File: src/rtl/tdc_pkg.sv
// Shared types and constants for the TDC controller/reader pair: read-FSM states,
// result-word field layout and the default timing constants both sides agree on.
package tdc_pkg;

  typedef enum logic [2:0] {
    ST_IDLE   = 3'd0,
    ST_SETUP  = 3'd1,
    ST_STROBE = 3'd2,
    ST_HOLD   = 3'd3,
    ST_DONE   = 3'd4
  } rd_state_e;

  localparam int CH_MSB   = 31;
  localparam int CH_LSB   = 28;
  localparam int DATA_MSB = 27;
  localparam int CH_W     = CH_MSB - CH_LSB + 1;
  localparam int WORD_DW  = DATA_MSB + 1;

  localparam int TEST_TIME   = 1000;
  localparam int TEST_PERIOD = 25;
  localparam int FIFO_SIZE   = 8192;

  // Result word as seen by the FIFO: channel tag above the raw TDC value.
  function automatic logic [31:0] pack_word(input logic [CH_W-1:0] ch,
                                            input logic [WORD_DW-1:0] data);
    return {ch, data};
  endfunction

endpackage

File: src/rtl/tdc_rd_cycle_timer.sv
// Phase-length down-counter for the TDC read strobe: loaded at the start of a
// low or high phase, it flags the final cycle of that phase.
module tdc_rd_cycle_timer #(
  parameter int CNT_W = 8
) (
  input  logic             clk,
  input  logic             resetn,
  input  logic             load_i,
  input  logic [CNT_W-1:0] load_val_i,
  output logic             last_o
);

  logic [CNT_W-1:0] cnt_q;
  logic [CNT_W-1:0] cnt_d;

  // Next count: reload wins, otherwise count down and park at zero.
  always_comb begin
    cnt_d = cnt_q;
    if (load_i) begin
      cnt_d = load_val_i;
    end else if (cnt_q != {CNT_W{1'b0}}) begin
      cnt_d = cnt_q - {{(CNT_W-1){1'b0}}, 1'b1};
    end else begin
      cnt_d = cnt_q;
    end
  end

  // Count register.
  always_ff @(posedge clk) begin
    if (!resetn) begin
      cnt_q <= {CNT_W{1'b0}};
    end else begin
      cnt_q <= cnt_d;
    end
  end

  assign last_o = (cnt_q == {CNT_W{1'b0}});

endmodule

File: src/rtl/tdc_result_reader.sv
// Burst reader for the TDC result registers: one strobe reads NUM_RESULTS
// registers over the asynchronous parallel bus and pushes channel-tagged words.
module tdc_result_reader
  import tdc_pkg::*;
#(
  parameter int NUM_RESULTS = 4,
  parameter int BASE_ADDR   = 8,
  parameter int ADDR_W      = 4,
  parameter int DATA_W      = 28,
  parameter int RD_LOW_CYC  = 3,
  parameter int RD_HIGH_CYC = 2,
  parameter int FIFO_DEPTH  = FIFO_SIZE
) (
  input  logic              clk,
  input  logic              resetn,
  input  logic              data_can_be_save,
  input  logic              master_rst,
  output logic [ADDR_W-1:0] tdc_addr,
  output logic              tdc_csn,
  output logic              tdc_rdn,
  input  logic [DATA_W-1:0] tdc_data,
  output logic              fifo_wr_en,
  output logic [31:0]       fifo_wr_data,
  input  logic              fifo_full,
  output logic              busy,
  output logic [31:0]       word_cnt,
  output logic [15:0]       drop_cnt,
  output logic              overrun
);

  localparam int               CNT_W     = 8;
  localparam logic [CNT_W-1:0] LOW_LOAD  = CNT_W'(RD_LOW_CYC - 1);
  localparam logic [CNT_W-1:0] HIGH_LOAD = CNT_W'(RD_HIGH_CYC - 1);
  localparam logic [CH_W-1:0]  LAST_IDX  = CH_W'(NUM_RESULTS - 1);
  localparam logic [31:0]      WCNT_MAX  = 32'(FIFO_DEPTH - 1);

  rd_state_e         state_q;
  logic [CH_W-1:0]   idx_q;
  logic [ADDR_W-1:0] tdc_addr_q;
  logic              tdc_csn_q;
  logic              tdc_rdn_q;
  logic              fifo_wr_en_q;
  logic [31:0]       fifo_wr_data_q;
  logic              busy_q;
  logic [31:0]       word_cnt_q;
  logic [31:0]       word_cnt_d;
  logic [15:0]       drop_cnt_q;
  logic [15:0]       drop_cnt_d;
  logic              overrun_q;

  logic              tmr_load_s;
  logic [CNT_W-1:0]  tmr_val_s;
  logic              tmr_last_s;

  tdc_rd_cycle_timer #(
    .CNT_W (CNT_W)
  ) u_timer (
    .clk        (clk),
    .resetn     (resetn),
    .load_i     (tmr_load_s),
    .load_val_i (tmr_val_s),
    .last_o     (tmr_last_s)
  );

  // Timer reload: low phase armed from SETUP, high phase armed as STROBE ends.
  always_comb begin
    tmr_load_s = 1'b0;
    tmr_val_s  = LOW_LOAD;
    if (state_q == ST_SETUP) begin
      tmr_load_s = 1'b1;
      tmr_val_s  = LOW_LOAD;
    end else if ((state_q == ST_STROBE) && tmr_last_s) begin
      tmr_load_s = 1'b1;
      tmr_val_s  = HIGH_LOAD;
    end else begin
      tmr_load_s = 1'b0;
      tmr_val_s  = LOW_LOAD;
    end
  end

  // Counter successors: word count wraps with the FIFO, drop count saturates.
  always_comb begin
    word_cnt_d = word_cnt_q + 32'd1;
    drop_cnt_d = drop_cnt_q;
    if (word_cnt_q == WCNT_MAX) begin
      word_cnt_d = 32'd0;
    end else begin
      word_cnt_d = word_cnt_q + 32'd1;
    end
    if (drop_cnt_q != 16'hFFFF) begin
      drop_cnt_d = drop_cnt_q + 16'd1;
    end else begin
      drop_cnt_d = drop_cnt_q;
    end
  end

  // Read FSM; every bus/FIFO output is set on the edge that enters its state.
  always_ff @(posedge clk) begin
    if (!resetn) begin
      state_q        <= ST_IDLE;
      idx_q          <= {CH_W{1'b0}};
      tdc_addr_q     <= ADDR_W'(BASE_ADDR);
      tdc_csn_q      <= 1'b1;
      tdc_rdn_q      <= 1'b1;
      fifo_wr_en_q   <= 1'b0;
      fifo_wr_data_q <= 32'd0;
      busy_q         <= 1'b0;
      word_cnt_q     <= 32'd0;
      drop_cnt_q     <= 16'd0;
      overrun_q      <= 1'b0;
    end else begin
      fifo_wr_en_q <= 1'b0;
      if (data_can_be_save && (state_q != ST_IDLE)) begin
        overrun_q <= 1'b1;
      end
      if (master_rst && (state_q != ST_IDLE)) begin
        state_q   <= ST_IDLE;
        tdc_csn_q <= 1'b1;
        tdc_rdn_q <= 1'b1;
        busy_q    <= 1'b0;
      end else begin
        case (state_q)
          ST_IDLE: begin
            if (data_can_be_save && !master_rst) begin
              state_q    <= ST_SETUP;
              idx_q      <= {CH_W{1'b0}};
              tdc_addr_q <= ADDR_W'(BASE_ADDR);
              tdc_csn_q  <= 1'b0;
              tdc_rdn_q  <= 1'b1;
              busy_q     <= 1'b1;
            end
          end
          ST_SETUP: begin
            state_q   <= ST_STROBE;
            tdc_rdn_q <= 1'b0;
          end
          ST_STROBE: begin
            if (tmr_last_s) begin
              state_q   <= ST_HOLD;
              tdc_rdn_q <= 1'b1;
              if (!fifo_full) begin
                fifo_wr_en_q   <= 1'b1;
                fifo_wr_data_q <= pack_word(idx_q, WORD_DW'(tdc_data));
                word_cnt_q     <= word_cnt_d;
              end else begin
                drop_cnt_q <= drop_cnt_d;
              end
            end
          end
          ST_HOLD: begin
            if (tmr_last_s) begin
              if (idx_q == LAST_IDX) begin
                state_q   <= ST_DONE;
                tdc_csn_q <= 1'b1;
              end else begin
                state_q    <= ST_SETUP;
                idx_q      <= idx_q + {{(CH_W-1){1'b0}}, 1'b1};
                tdc_addr_q <= ADDR_W'(BASE_ADDR) + ADDR_W'(idx_q) + ADDR_W'(1);
              end
            end
          end
          ST_DONE: begin
            state_q <= ST_IDLE;
            busy_q  <= 1'b0;
          end
          default: begin
            state_q   <= ST_IDLE;
            tdc_csn_q <= 1'b1;
            tdc_rdn_q <= 1'b1;
            busy_q    <= 1'b0;
          end
        endcase
      end
    end
  end

  assign tdc_addr     = tdc_addr_q;
  assign tdc_csn      = tdc_csn_q;
  assign tdc_rdn      = tdc_rdn_q;
  assign fifo_wr_en   = fifo_wr_en_q;
  assign fifo_wr_data = fifo_wr_data_q;
  assign busy         = busy_q;
  assign word_cnt     = word_cnt_q;
  assign drop_cnt     = drop_cnt_q;
  assign overrun      = overrun_q;

endmodule

File: config.mk
export PLATFORM = sky130hd
export DESIGN_NAME = tdc_result_reader
export DESIGN_NICKNAME = d
export VERILOG_FILES = /design/src/rtl/tdc_pkg.sv /design/src/rtl/tdc_rd_cycle_timer.sv /design/src/rtl/tdc_result_reader.sv
export SDC_FILE = /design/constraint.sdc
export NUM_CORES = 1
export LEC_CHECK = 0
export CAP_MARGIN = 20
export CORE_UTILIZATION = 49
export CTS_CLUSTER_DIAMETER = 150
export DETAILED_ROUTE_END_ITERATION = 8
export PLACE_DENSITY_LB_ADDON = 0.15
export SLEW_MARGIN = 30
export SYNTH_ARGS = -nofsm -noshare
export SYNTH_HDL_FRONTEND = slang
export SYNTH_SLANG_ARGS = --single-unit
File: constraint.sdc
create_clock -name clk -period 3.8 [get_ports clk]
set_input_delay 0.76 -clock clk [delete_from_list [all_inputs] [get_ports clk]]
set_output_delay 0.76 -clock clk [all_outputs]
set_load 0.02 [all_outputs]
# --- After elaboration in Yosys (flattened, before gate mapping) ---
# Cells that the tools add are included.
totals:
  out_inout_bits: 89
  elab_cells: 90
  ff_bits: 104
  in_bits: 33
op_classes:
  eq_ne: 12
  add_sub_neg: 6
  n_reduce_logical: 23
  bitwise: 8
  n_mux: 29
op_table:
  columns: ["operator", "count"]
  rows:
  - ["32-bit by 1-bit adder with 32-bit output, second input constant", 1]
  - ["32-bit by 13-bit equality test with 1-bit output, second input constant", 1]
  - ["32-bit 2-to-1 mux", 1]
  - ["4-bit 2-to-1 mux", 6]
  - ["16-bit by 1-bit adder with 16-bit output, second input constant", 1]
  - ["8-bit 2-to-1 mux", 2]
  - ["16-bit inequality test, second input constant", 1]
  - ["4-bit one-hot mux with 2 select lines", 2]
  - ["3-bit 2-to-1 mux", 4]
  - ["3-bit one-hot mux with 4 select lines", 1]
  - ["2-bit inequality test, second input constant", 5]
  - ["5-bit AND reduction", 2]
  - ["4-bit by 1-bit adder with 4-bit output, second input constant", 2]
  - ["8-bit zero test", 1]
  - ["1-bit 2-to-1 mux", 8]
  - ["1-bit NOT", 8]
  - ["4-bit AND reduction", 2]
  - ["8-bit nonzero test", 1]
  - ["8-bit by 1-bit subtractor with 8-bit output, second input constant", 1]
  - ["3-bit by 2-bit equality test with 1-bit output, second input constant", 2]
  - ["3-bit AND reduction", 2]
  - ["3-bit OR reduction", 2]
  - ["4-bit adder, first input constant", 1]
  - ["4-bit by 2-bit equality test with 1-bit output, second input constant", 1]
  - ["14 further kinds", 20]

# --- Longest topological paths before layout ---
depth:
  ltp_word: 5
  depth_mapped: 10
  mapped_depth_nobuf: 7

# --- By module ---
# From an unflattened synthesis, not the netlist that was laid out.
hier_totals:
  cells_unflattened: 569
  area_unflattened_um2: 4819.6
by_module_without_submodules:
  columns: ["mod", "seq_area_each_um2", "area_per_inst_um2", "cells_per_inst", "instances"]
  rows:
  - ["tdc_result_reader", 1861.8, 4361.7, 518, 1]
  - ["tdc_rd_cycle_timer", 160.2, 457.9, 51, 1]

# --- Worst setup path after synthesis ---
# Ideal clock, no wire load.
synth_timing:
  kind: "input-to-reg"
  start: "input port master_rst"
  end: "register word_cnt_q[25] (netlist: word_cnt[25])"
  n_path_buf: 2
  stages: 7
  t_required_ps: 3730
  slack_ps: 892
  t_arrival_ps: 2838
  setup_ps: 70
  cell_sequence: "or4b_1 -> buf_2 -> or4_4 -> or3_4 -> buf_6 -> or3_1 -> a21oi_1"
synth_between:
  elab_chain_cells: 3
synth_lines:
  columns: ["item", "line", "source"]
  rows:
  - ["start, declared", "tdc_result_reader.sv:17", "input logic master_rst,"]
  - ["1-bit logical AND", "tdc_result_reader.sv:116", "if (master_rst && (state_q != ST_IDLE)) begin"]
  - ["1-bit NOT (no source line)", null, null]
  - ["4-bit AND reduction (no source line)", null, null]
  - ["end signal, assigned", "tdc_result_reader.sv:144", "word_cnt_q <= word_cnt_d;"]
  - ["end, declared", "tdc_result_reader.sv:45", "logic [31:0] word_cnt_q;"]
# Every way passes these cells.
# A chain may end at the register's enable or synchronous reset.

# --- Worst setup path after layout ---
layout_timing:
  start: "input port master_rst"
  end: "register word_cnt_q[27] (netlist: word_cnt[27])"
# Same word-level chain as after synthesis.

==> impl_metrics.toml <==
[status]
outcome = "complete, no violations"

[drt]
drt_wl_total_mm = 11.9
drt_iter0_drc = 192
drtAntennaViolNets = 0
drcViolationCount = 0
viasPerCell = 5.55
drt-pass1-iter-count = 4
routedWlPerCell_um = 14.9
dr_total_vias = 4427

[worst_setup_path]
crit_fanout = 13
r2r_slack_ps = 830
required_ps = 4120
end_kind = "flip-flop"
crit_type = "primary input to flip-flop"
cp_cell_sequence = "clkdlybuf4s50_1 > or4b_1 > or4_4 > or3_4 > or4_1 > a21oi_1"
slowest_delay_ps = 550
crit_arrival_ps = 3350
cp_slowest_cell = "or4_4"
worstSetupStartpointType = "primary input"

[clocking]
clk_pin_slew_ps = 100
cts_root_buffer = "clkbuf_8"
cts_buffer_depth = 2
cts.sinks = 101
cts_buffers = 9
worstSkewPairLatency_ps = 380
ctsHoldBuffers = 0
post_cts_buffers = 0
cts_resized = 0
cts_tree = "yes"
ctsHtreeMaxLevel = 3

[timing]
period_share = 0.799
relSlewSlack = 0.311
setup_tns_ps = 0
hold_slack_ps = 458
timing.fmax_mhz = 330
setup_viol = 0
rsz0062_at_grt = "false"
min_period_ps = 3030
fin_skew_ps = 14.9
maxSlewViolCount = 0
worstMarginPinSlew_ps = 1020
hold_violations = 0

[die]
dieArea_um2 = 9830
core_area_um2 = 9200
start_util = 0.503
row_count = 35
die_w_um = 99.1
dieHeight_um = 99.1
ioPinCount = 122

[grt]
antenna_found_initial = 0
grt_usage = 0.245
grt_pass1_vias = 4071
grt_max_degree = 37
gr-total-overflow = 0
grt_first_pass_wirelength_mm = 19.4

[run]
maxCapViolations = 0

[layout]
drive_gt1_frac = 0.0627
num-nets-final = 719
fillCellCount = 824
final_core_util = 0.663
final_cell_area_um2 = 6100
area_growth_pct = 31.9
diodes = 0

[logic_synthesis]
synth_fp_nets = 608
ys_ff_latch = 101
yosys_warnings = 0
syn_area_um2 = 4620
ys_seq_area_frac = 0.437
ys.flop_type = "dfxtp_1"
synth_cell_types = 49
netlist_instances = 570
async_flop_share = 0
synth_edf_count = 0
avgSynthCellArea_um2 = 8.11

[pwr]
clkPwrFrac = 0.286
total_leakage_power_nw = 2.03
p_comb_frac = 0.205
switchingPower_w = 0.000700
power_frac_seq = 0.509
power.total_w = 0.00226
intPower_w = 0.00156
pwr_density_cell_nw_per_um2 = 371
power.share.switching = 0.309
peakVddDrop_mv = 0.191

[min_path]
hold_class = "flip-flop to flip-flop"

[placed_design]
hpwl_mm = 8.42
dpl_cell_area_um2 = 5920
gp_congestion = 0.837
port_buffers = 121
## path summary, 6_finish.rpt
| kind | startpoint | endpoint | cells past startpoint |
|---|---|---|---|
| hold / removal | fifo_wr_data[5]$_SDFFE_PN0P_ | fifo_wr_data[5]$_SDFFE_PN0P_ | 2 |
| setup reg to reg | u_timer.cnt_q[0]$_SDFFE_PN0P_ | word_cnt[27]$_SDFFE_PN0P_ | 7 |
| hold reg to reg | fifo_wr_data[5]$_SDFFE_PN0P_ | fifo_wr_data[5]$_SDFFE_PN0P_ | 2 |
| setup / recovery | master_rst | word_cnt[27]$_SDFFE_PN0P_ | 6 |
## metrics by stage
stage / cells / setup WS [ps]
2_1_floorplan: 570 / 892
3_3_place_gp: 781 / 397
3_5_place_dp: 781 / 377
4_1_cts: 797 / 768
5_1_grt: 797 / 673
6_report: 797 / 765
## critical path: cells and delay by family
family / cells / cell delay, ps
and+or+nand+nor: 4 / 2030
buffers and inverters: 1 / 410
AOI/OAI and AO/OA: 1 / 150
## kinds of logic (layout without fill, tap and decap cells)
logic type / count (synthesis) / after routing / share of synthesized area
adder cells (fa/ha/maj): 5 / 5 / 0.0135
XOR/XNOR: 41 / 41 / 0.0777
AND/OR/NAND/NOR: 288 / 288 / 0.309
multiplexers: 5 / 5 / 0.0111
flip-flops: 101 / 101 / 0.437
AO/OA/AOI/OAI: 87 / 87 / 0.109
buffers and inverters: 43 / 159 / 0.0422
## routing by layer
layer / up-vias / global-route usage / routed length [um]
li1: 2211 / - / -
met1: 2073 / 0.313 / 5080
met2: 127 / 0.412 / 5970
met3: 16 / 0.0632 / 678
met4: 0 / 0.0690 / 174
met5: - / 0 / 0
## cell usage in the layout, fill, tap and decap left out, types with 2 or more instances in the layout
cell type and count:
clkdlybuf4s50_1 121, dfxtp_1 101, nand2_1 92, nor2_1 61
a21oi_1 55, xnor2_1 29, nand3_1 23, nor4_1 23
nand4_1 18, nor3_1 17, o21ai_0 13, buf_4 13
xor2_1 12, clkbuf_8 10, inv_1 8, or3_1 8
and3_1 7, and4_1 6, or4_1 6, nand2b_1 5
ha_1 5, mux2i_1 4, and2_1 4, or2_2 4
a31o_2 3, nor2b_1 3, o31ai_1 3, a311oi_1 3
a21o_1 2, a221oi_1 2, or3b_2 2, o21a_1 2
clkinvlp_4 2, clkbuf_1 2
## flip-flops by register name, summed over array words and instances (netlist names)
register       cells
tdc_rdn            1
idx_q              4
tdc_addr           1
fifo_wr_en         1
drop_cnt          16
tdc_csn            1
fifo_wr_data      32
u_timer.cnt_q      8
state_q            3
word_cnt          32
busy               1
overrun            1
## cell type report
cell class                 instances  area, um^2  share of cell area
clock buffer                      12         145              0.0238
multi-input combinational        426        2410               0.396
inverter                           9        33.8             0.00554
timing repair buffer             134        1310               0.215
sequential                       101        2020               0.332
tap                              111         139              0.0228
clock inverter                     4        32.5             0.00534
## cell usage after synthesis, types with 7 or more instances
master	n	area share
and3_1	7	0.0095
nor2_1	61	0.050
nand2_1	92	0.075
nor4_1	23	0.031
dfxtp_1	101	0.44
xor2_1	12	0.023
a21oi_1	55	0.060
xnor2_1	29	0.055
nand3_1	23	0.025
nor3_1	17	0.018
clkbuf_1	22	0.018
o21ai_0	13	0.014
or3_1	8	0.011
inv_1	8	0.0065
nand4_1	18	0.024
## power by group through the flow
stage | Clock (W) | Sequential [W] | Combinational [W]
3_5_place_dp | 0 | 0.00117 | 0.000461
6_report | 0.000646 | 0.00115 | 0.000464
2_1_floorplan | 0 | 0.00117 | 0.000353
4_1_cts | 0.000660 | 0.00115 | 0.000464
3_3_place_gp | 0 | 0.00117 | 0.000448
5_1_grt | 0.000700 | 0.00116 | 0.000526
Note: power is estimated with default switching activity, not from simulation.
